$ cat src/rtl/led_flow_ctrl.sv
`timescale 1ns / 1ps
`default_nettype none
// ============================================================================
//  Module      : led_flow_ctrl
//  Description : Four-LED pattern controller. Two command requesters
//                (A = keys, high priority; B = host, low priority) share a
//                single pending-command slot. Accepted commands select the
//                pattern (stop, flow left, flow right, blink), pause and
//                resume it, or change the step speed. A base counter plus a
//                speed-scaled step counter produce the pattern step pulse.
//  Ports       :
//    sys_clk      in   1  system clock
//    sys_rst      in   1  asynchronous reset, active-high
//    req_a_valid  in   1  key command valid
//    req_a_cmd    in   3  key command code
//    req_a_ready  out  1  key command accepted when valid & ready
//    req_b_valid  in   1  host command valid
//    req_b_cmd    in   3  host command code
//    req_b_ready  out  1  host command accepted when valid & ready
//    led          out  4  registered LED drive
//    mode         out  3  STOP=0, FLOW_L=1, FLOW_R=2, BLINK=3, PAUSED=4
//    speed        out  2  speed index, 0 fastest .. 3 slowest
//    tick         out  1  one-cycle pulse on each pattern step
//  Revision    : 1.0  initial release
// ============================================================================
module led_flow_ctrl #(
  parameter logic [23:0] TICK_BASE = 24'd5_000_000
) (
  input  logic       sys_clk,
  input  logic       sys_rst,
  input  logic       req_a_valid,
  input  logic [2:0] req_a_cmd,
  output logic       req_a_ready,
  input  logic       req_b_valid,
  input  logic [2:0] req_b_cmd,
  output logic       req_b_ready,
  output logic [3:0] led,
  output logic [2:0] mode,
  output logic [1:0] speed,
  output logic       tick
);

  localparam logic [2:0] ST_STOP   = 3'd0;
  localparam logic [2:0] ST_FLOW_L = 3'd1;
  localparam logic [2:0] ST_FLOW_R = 3'd2;
  localparam logic [2:0] ST_BLINK  = 3'd3;
  localparam logic [2:0] ST_PAUSED = 3'd4;

  localparam logic [2:0] CMD_STOP   = 3'd0;
  localparam logic [2:0] CMD_FLOW_L = 3'd1;
  localparam logic [2:0] CMD_FLOW_R = 3'd2;
  localparam logic [2:0] CMD_BLINK  = 3'd3;
  localparam logic [2:0] CMD_PAUSE  = 3'd4;
  localparam logic [2:0] CMD_SPD_UP = 3'd5;
  localparam logic [2:0] CMD_SPD_DN = 3'd6;
  localparam logic [2:0] CMD_RSVD   = 3'd7;

  localparam logic [23:0] BASE_LAST = TICK_BASE - 24'd1;

  logic [2:0]  mode_q,  mode_d;
  logic [2:0]  saved_q, saved_d;
  logic [3:0]  led_q,   led_d;
  logic [1:0]  speed_q, speed_d;
  logic        pend_q,  pend_d;
  logic [2:0]  cmd_q,   cmd_d;
  logic [23:0] base_q,  base_d;
  logic [1:0]  step_q,  step_d;

  logic       w_rdy_a;
  logic       w_rdy_b;
  logic       w_acc_a;
  logic       w_acc_b;
  logic       w_accept;
  logic [2:0] w_acc_cmd;
  logic       w_apply;
  logic       w_running;
  logic       w_at_end;
  logic       w_tick;
  logic       w_onehot;

  // Readies are forced low while reset is held, independent of the clock.
  assign w_rdy_a   = ~pend_q & ~sys_rst;
  assign w_rdy_b   = w_rdy_a & ~req_a_valid;
  assign w_acc_a   = req_a_valid & w_rdy_a;
  assign w_acc_b   = req_b_valid & w_rdy_b;
  assign w_accept  = w_acc_a | w_acc_b;
  assign w_acc_cmd = w_acc_a ? req_a_cmd : req_b_cmd;

  // The reserved code is consumed by the pend slot but must not disturb
  // the counters or swallow a tick.
  assign w_apply   = pend_q & (cmd_q != CMD_RSVD);

  assign w_running = (mode_q == ST_FLOW_L) | (mode_q == ST_FLOW_R) |
                     (mode_q == ST_BLINK);
  assign w_at_end  = (base_q == BASE_LAST) & (step_q == speed_q);
  // A command landing on the same edge takes precedence over the step.
  assign w_tick    = w_running & w_at_end & ~w_apply;

  assign w_onehot  = (led_q == 4'b0001) | (led_q == 4'b0010) |
                     (led_q == 4'b0100) | (led_q == 4'b1000);

  always_comb begin
    mode_d  = mode_q;
    saved_d = saved_q;
    led_d   = led_q;
    speed_d = speed_q;
    pend_d  = w_accept;
    cmd_d   = w_accept ? w_acc_cmd : cmd_q;
    base_d  = base_q;
    step_d  = step_q;

    // Step timing: base wraps every TICK_BASE cycles, step counts base
    // wraps up to the speed index, giving TICK_BASE*(speed+1) per step.
    if (!w_running || w_apply) begin
      base_d = 24'd0;
      step_d = 2'd0;
    end else if (base_q == BASE_LAST) begin
      base_d = 24'd0;
      step_d = (step_q == speed_q) ? 2'd0 : step_q + 2'd1;
    end else begin
      base_d = base_q + 24'd1;
    end

    if (w_apply) begin
      case (cmd_q)
        CMD_STOP: begin
          mode_d = ST_STOP;
          led_d  = 4'b0000;
        end
        CMD_FLOW_L: begin
          mode_d = ST_FLOW_L;
          // Switching direction or resuming keeps a valid running dot.
          if (!(w_onehot && (mode_q == ST_FLOW_R || mode_q == ST_PAUSED))) begin
            led_d = 4'b0001;
          end
        end
        CMD_FLOW_R: begin
          mode_d = ST_FLOW_R;
          if (!(w_onehot && (mode_q == ST_FLOW_L || mode_q == ST_PAUSED))) begin
            led_d = 4'b1000;
          end
        end
        CMD_BLINK: begin
          mode_d = ST_BLINK;
          led_d  = 4'b1111;
        end
        CMD_PAUSE: begin
          if (w_running) begin
            saved_d = mode_q;
            mode_d  = ST_PAUSED;
          end else if (mode_q == ST_PAUSED) begin
            mode_d = saved_q;
          end
        end
        CMD_SPD_UP: begin
          if (speed_q != 2'd0) begin
            speed_d = speed_q - 2'd1;
          end
        end
        CMD_SPD_DN: begin
          if (speed_q != 2'd3) begin
            speed_d = speed_q + 2'd1;
          end
        end
        default: begin
        end
      endcase
    end else if (w_tick) begin
      case (mode_q)
        ST_FLOW_L: led_d = {led_q[2:0], led_q[3]};
        ST_FLOW_R: led_d = {led_q[0], led_q[3:1]};
        ST_BLINK:  led_d = ~led_q;
        default:   led_d = led_q;
      endcase
    end
  end

  always_ff @(posedge sys_clk or posedge sys_rst) begin
    if (sys_rst) begin
      mode_q  <= ST_FLOW_L;
      saved_q <= ST_FLOW_L;
      led_q   <= 4'b0001;
      speed_q <= 2'd1;
      pend_q  <= 1'b0;
      cmd_q   <= CMD_STOP;
      base_q  <= 24'd0;
      step_q  <= 2'd0;
    end else begin
      mode_q  <= mode_d;
      saved_q <= saved_d;
      led_q   <= led_d;
      speed_q <= speed_d;
      pend_q  <= pend_d;
      cmd_q   <= cmd_d;
      base_q  <= base_d;
      step_q  <= step_d;
    end
  end

  assign req_a_ready = w_rdy_a;
  assign req_b_ready = w_rdy_b;
  assign led         = led_q;
  assign mode        = mode_q;
  assign speed       = speed_q;
  assign tick        = w_tick;

endmodule
`default_nettype wire
$ cat config.mk
export PLATFORM = sky130hd
export DESIGN_NAME = led_flow_ctrl
export DESIGN_NICKNAME = d
export VERILOG_FILES = /design/src/rtl/led_flow_ctrl.sv
export SDC_FILE = /design/constraint.sdc
export NUM_CORES = 1
export LEC_CHECK = 0
export CAP_MARGIN = 30
export CORE_MARGIN = 2
export CORE_UTILIZATION = 61
export CTS_CLUSTER_DIAMETER = 200
export DETAILED_ROUTE_END_ITERATION = 10
export GPL_TIMING_DRIVEN = 0
export PLACE_DENSITY = 0.87
export RECOVER_POWER = 50
export SLEW_MARGIN = 5
export SYNTH_ARGS = -nofsm -noshare
export SYNTH_HDL_FRONTEND = slang
export SYNTH_SLANG_ARGS = --single-unit
$ cat constraint.sdc
create_clock -name sys_clk -period 6.17 [get_ports sys_clk]
set_input_delay 0.9255 -clock sys_clk [delete_from_list [all_inputs] [get_ports sys_clk]]
set_output_delay 0.9255 -clock sys_clk [all_outputs]
set_load 0.005 [all_outputs]
Word level (Yosys, flattened, before mapping)

Index checks and enable logic that the tools add are counted.

Register bits after elaboration: 42
Output and inout port bits: 12

Add/sub/neg operators: 4
Equality and inequality tests: 24
Multiplexer cells: 18
Bitwise operators: 19
Reduce and logical (&&, ||, !) cells: 17

Operators with widths:

| kind                    | count |
|---|---|
| $mux W24                | 2 |
| $add A24 B1 Y24 const B | 1 |
| $eq A24 B23 Y1 const B  | 1 |
| $mux W4                 | 4 |
| $pmux W4 S4             | 1 |
| $pmux W3 S5             | 1 |
| $eq A3 B2 Y1 const B    | 4 |
| $eq A3 B3 Y1 const B    | 4 |
| $ne A3 B3 Y1 const B    | 4 |
| $pmux W4 S3             | 1 |
| $mux W2                 | 5 |
| $mux W3                 | 3 |
| $and A1 B1 Y1           | 8 |
| $reduce_bool A2 Y1      | 4 |
| $eq A3 B1 Y1 const B    | 2 |
| $ne A2 B2 Y1 const B    | 3 |
| $or A1 B1 Y1            | 6 |
| $reduce_and A3 Y1       | 2 |
| $ne A5 B1 Y1 const B    | 1 |
| $reduce_and A5 Y1       | 1 |
| $reduce_bool A5 Y1      | 1 |
| $add A2 B1 Y2 const B   | 2 |
| $eq A4 B1 Y1 const B    | 1 |
| $eq A4 B2 Y1 const B    | 1 |
| other kinds (13)        | 19 |

Depth between registers and ports, before layout

Depth after elaboration: 8
Mapped depth: 7
Gate-level depth less buffers: 5

Worst setup path after synthesis

Ideal clock, no wire load.

Path kind: flip-flop to output port
From: reg base_q[0]
To: out tick
Data arrival time: 1.645 ns
Data required time: 5.244 ns
Slack: 3.599 ns
Stages on the path, launching flop included: 6
Buffers on the path: 1
Path through: dfrtp_1 > ha_1 > nand3_4 > or4_4 > buf_6 > nor3_1

Word-level cells in the longest chain between the ends: 4

Ends and longest elaborated chain:

| what                       | RTL line | text |
|---|---|---|
| start: declaration         | 66       | `logic [23:0] base_q, base_d;` |
| start signal: assignment   | 195      | `base_q <= base_d;` |
| $eq A24 B23 Y1             | 95       | `assign w_at_end = (base_q == BASE_LAST) & (step_q == speed_q);` |
| $and A1 B1 Y1              | 95       |  |
| $and A1 B1 Y1 (2 in a row) | 97       | `assign w_tick = w_running & w_at_end & ~w_apply;` |
| end: declaration           | 40       | `output logic tick` |

Every way passes these cells.

Final worst setup path

Ends and elaborated chain as after synthesis.

==> flow_summary_export.csv <==
group,metric,value,unit
sta,hold_viol_final,0,
flow_run,cap_violations,1,
layout,syn_to_final_growth,15.2,%
routing,drc_errors,0,
synth,synth_nets,270,
global_route,gr-usage-all-layers,0.246,
floorplanning,start_util,0.643,
sta,min_period,3.54,ns
hold_path,holdCritPathClass,"reg2reg",
routing,drt_pre_antenna_iters,4,
routing,wire_per_inst,13.7,um
layout,layout_commonest_cell,"nor2_1",
cts,cts-htree-levels,2,
cts,postCtsSetupRepairBufs,0,
floorplanning,coreArea,3690,um^2
worst_setup_path,path_buf_inv,2,
cts,post_cts_resize_count,0,
routing,drtIter0Drc,159,
floorplanning,die-area,4410,um^2
placement,port_buffers,21,
global_route,grt-ovfl-total,0,
floorplanning,die_w,66.4,um
cts,clock_latency,0.29,ns
routing,route.antenna.remaining_nets,0,
hold_path,whs_path_depth,1,
worst_setup_path,endpoint_kind,"output port",
run_status,outcome,"finished with violations",
worst_setup_path,criticalPathCategory,"reg2out",
worst_setup_path,required,5.24,ns
global_route,grt_pass1_wl,8.18,mm
synth,syn_area_per_cell,9.16,um^2
sta,fin_tns_setup,0,ns
power,ir_drop,0.170,mV
cts,cts_tree,"done",
cts,clkSlewWorstSetupHoldPaths,0.07,ns
worst_setup_path,crit_slowest_cell,"or4_4",
sta,timing.slew.headroom,-0.0105,
global_route,antenna_found_initial,0,
worst_setup_path,arrival,2.62,ns
power,powerDensity,300,nW/um^2
sta,fmax,282,MHz
layout,fill_cells,275,
worst_setup_path,crit_family,"simple AND/OR/NAND/NOR gates",
floorplanning,dieHeight,66.4,um
worst_setup_path,worstReg2RegStart,"base_q[0]",
synth,yosysWarnings,0,
synth,ys_ff_latch,42,
layout,fin_util,0.742,
global_route,grt_max_degree,43,
routing,viasPerCell,5.62,
run_status,violations,"capacitance limit, slew limit",
floorplanning,fp-row-count,22,
placement,dp_hpwl,3.32,mm
cts,hold_buffers,0,
worst_setup_path,max_stage_delay,0.56,ns
synth,synthTopCellsByArea,"dfrtp_1, xnor2_1, nor2_1",
routing,drt-total-wl,4.61,mm
cts,cts_buffers,5,
cts,cts-root-buf,"clkbuf_8",
power,p_leak,1.09,nW
worst_setup_path,cp-start-kind,"register",
sta,setup_violations,0,
synth,syn_area,2370,um^2
layout,antenna_cells,0,
placement,place.gp.congestion,0.796,
sta,clock-skew-final,0.00709,ns
hold_path,min_to,"base_q[0]",
worst_setup_path,ff2ff_setup_slack,3.74,ns
hold_path,min-delay-start,"base_q[0]",
sta,finalMaxSlewViolations,43,
cts,cts.sinks,42,
cts,cts.path.max_buffers,2,
layout,finalNetCount,298,
sta,finalCritPeriodShare,0.574,
worst_setup_path,r2r_cells,7,
synth,postSynthCellCount,259,
worst_setup_path,path_cells,"ha_1 > nand3_4 > or4_4 > buf_6 > nor3_1 > clkdlybuf4s50_1",
routing,vias,1887,
sta,rsz0062_at_grt,"false",
layout,layout-drive-gt1-share,0.0729,
worst_setup_path,crit_path_max_fanout,10,
synth,synth_cell_types,44,
global_route,grt_pass1_vias,1837,
worst_setup_path,regToRegEndpoint,"base_q[20]",
floorplanning,io_pins,22,
layout,final_cell_mix,"nor2_1, dfrtp_1, xnor2_1",
synth,yosysTopAreaCell,"dfrtp_1",
synth,ys_seq_area_frac,0.445,
sta,worst_pin_slew,1.51,ns
synth,synth_top_cell_area_share,0.401,
==> per-layer routing <==
| layer | global-route usage | wire, um | vias up |
|---|---|---|---|
| met1 | 0.331 | 2150 | 911 |
| met5 | 0 | 0 | - |
| met3 | 0.0409 | 100 | 7 |
| met4 | 0.0918 | 76 | 0 |
| met2 | 0.400 | 2290 | 23 |
| li1 | - | - | 946 |
==> sequential cells by signal, summed over array words and instances, names as in the netlist <==
register  count
mode          3
speed         2
base_q       24
saved_q       3
led           4
cmd_q         3
pend_q        1
step_q        2
==> synthesized netlist by cell type (all sizes together) <==
library cell	count
nand4	2
nand2	17
nor4	5
mux2	5
and2	2
o211ai	3
o21ai	7
a22o	4
o22ai	4
dfrtp	38
nand3	11
xnor2	21
nor2b	3
a21boi	1
nor3b	3
clkbuf	11
or4	1
a31oi	3
xor2	6
a21oi	12
nor3	9
inv	13
and3b	3
buf	1
or2	2
ha	1
dfstp	4
nor2	41
o311ai	1
a22oi	1
or3	2
and3	3
a32o	1
a32oi	1
a21o	1
or4b	1
nor4b	3
nand3b	2
nand2b	5
mux2i	5
==> through the flow <==
| stage | cells | instance area, um^2 | setup WS (ns) | power [mW] | hold slack (ns) |
|---|---|---|---|---|---|
| 2_1_floorplan | 259 | 2370 | 3.60 | 0.547 | 0.467 |
| 3_3_place_gp | 328 | 2640 | 2.95 | 0.635 | 0.494 |
| 3_5_place_dp | 328 | 2640 | 2.94 | 0.644 | 0.499 |
| 4_1_cts | 336 | 2740 | 2.61 | 0.825 | 0.512 |
| 5_1_grt | 336 | 2740 | 2.49 | 0.873 | 0.533 |
| 6_report | 336 | 2740 | 2.63 | 0.819 | 0.511 |
==> where the power goes <==
part	internal (mW)	total (mW)	switching [mW]
Clock	0.0902	0.179	0.0884
Combinational	0.131	0.281	0.150
Sequential	0.316	0.360	0.0437
Total	0.538	0.819	0.282
==> logic make-up (layout without fill, tap and decap cells) <==
family,after synthesis,in the layout,synth area share
flip-flops,42,42,0.445
AND/OR/NAND/NOR,115,115,0.251
XOR/XNOR,27,27,0.0996
adder cells (fa/ha/maj),1,1,0.00527
multiplexers,10,10,0.0448
AO/OA/AOI/OAI,39,39,0.111
buffers and inverters,25,54,0.0427
==> worst max-delay path by stage <==
stage,endpoint,startpoint,depth (start not counted)
2_1_floorplan,tick,base_q[0],5
3_3_place_gp,tick,base_q[0],6
3_5_place_dp,tick,base_q[0],6
4_1_cts,tick,base_q[0],6
5_1_grt,tick,base_q[0],6
6_report,tick,base_q[0],6
==> layout make-up <==
type	count	area, um^2	area share
clock inverters	1	5.00	0.00183
flip-flops and latches	42	1060	0.386
inverters	13	48.8	0.0178
plain buffers	12	52.6	0.0192
multi-input cells	192	1220	0.445
clock buffers	7	86.3	0.0316
repair buffers	21	210	0.0769
well taps	48	60.1	0.0220
==> worst reg2reg max path: stages (launching register included) <==
cell      delay (ns)
dfrtp_1         0.40
ha_1            0.27
nand3_4         0.17
or4_4           0.56
buf_6           0.15
nand3_1         0.22
clkbuf_1        0.42
nor2_1          0.11
Note: power is estimated with default switching activity, not from simulation.
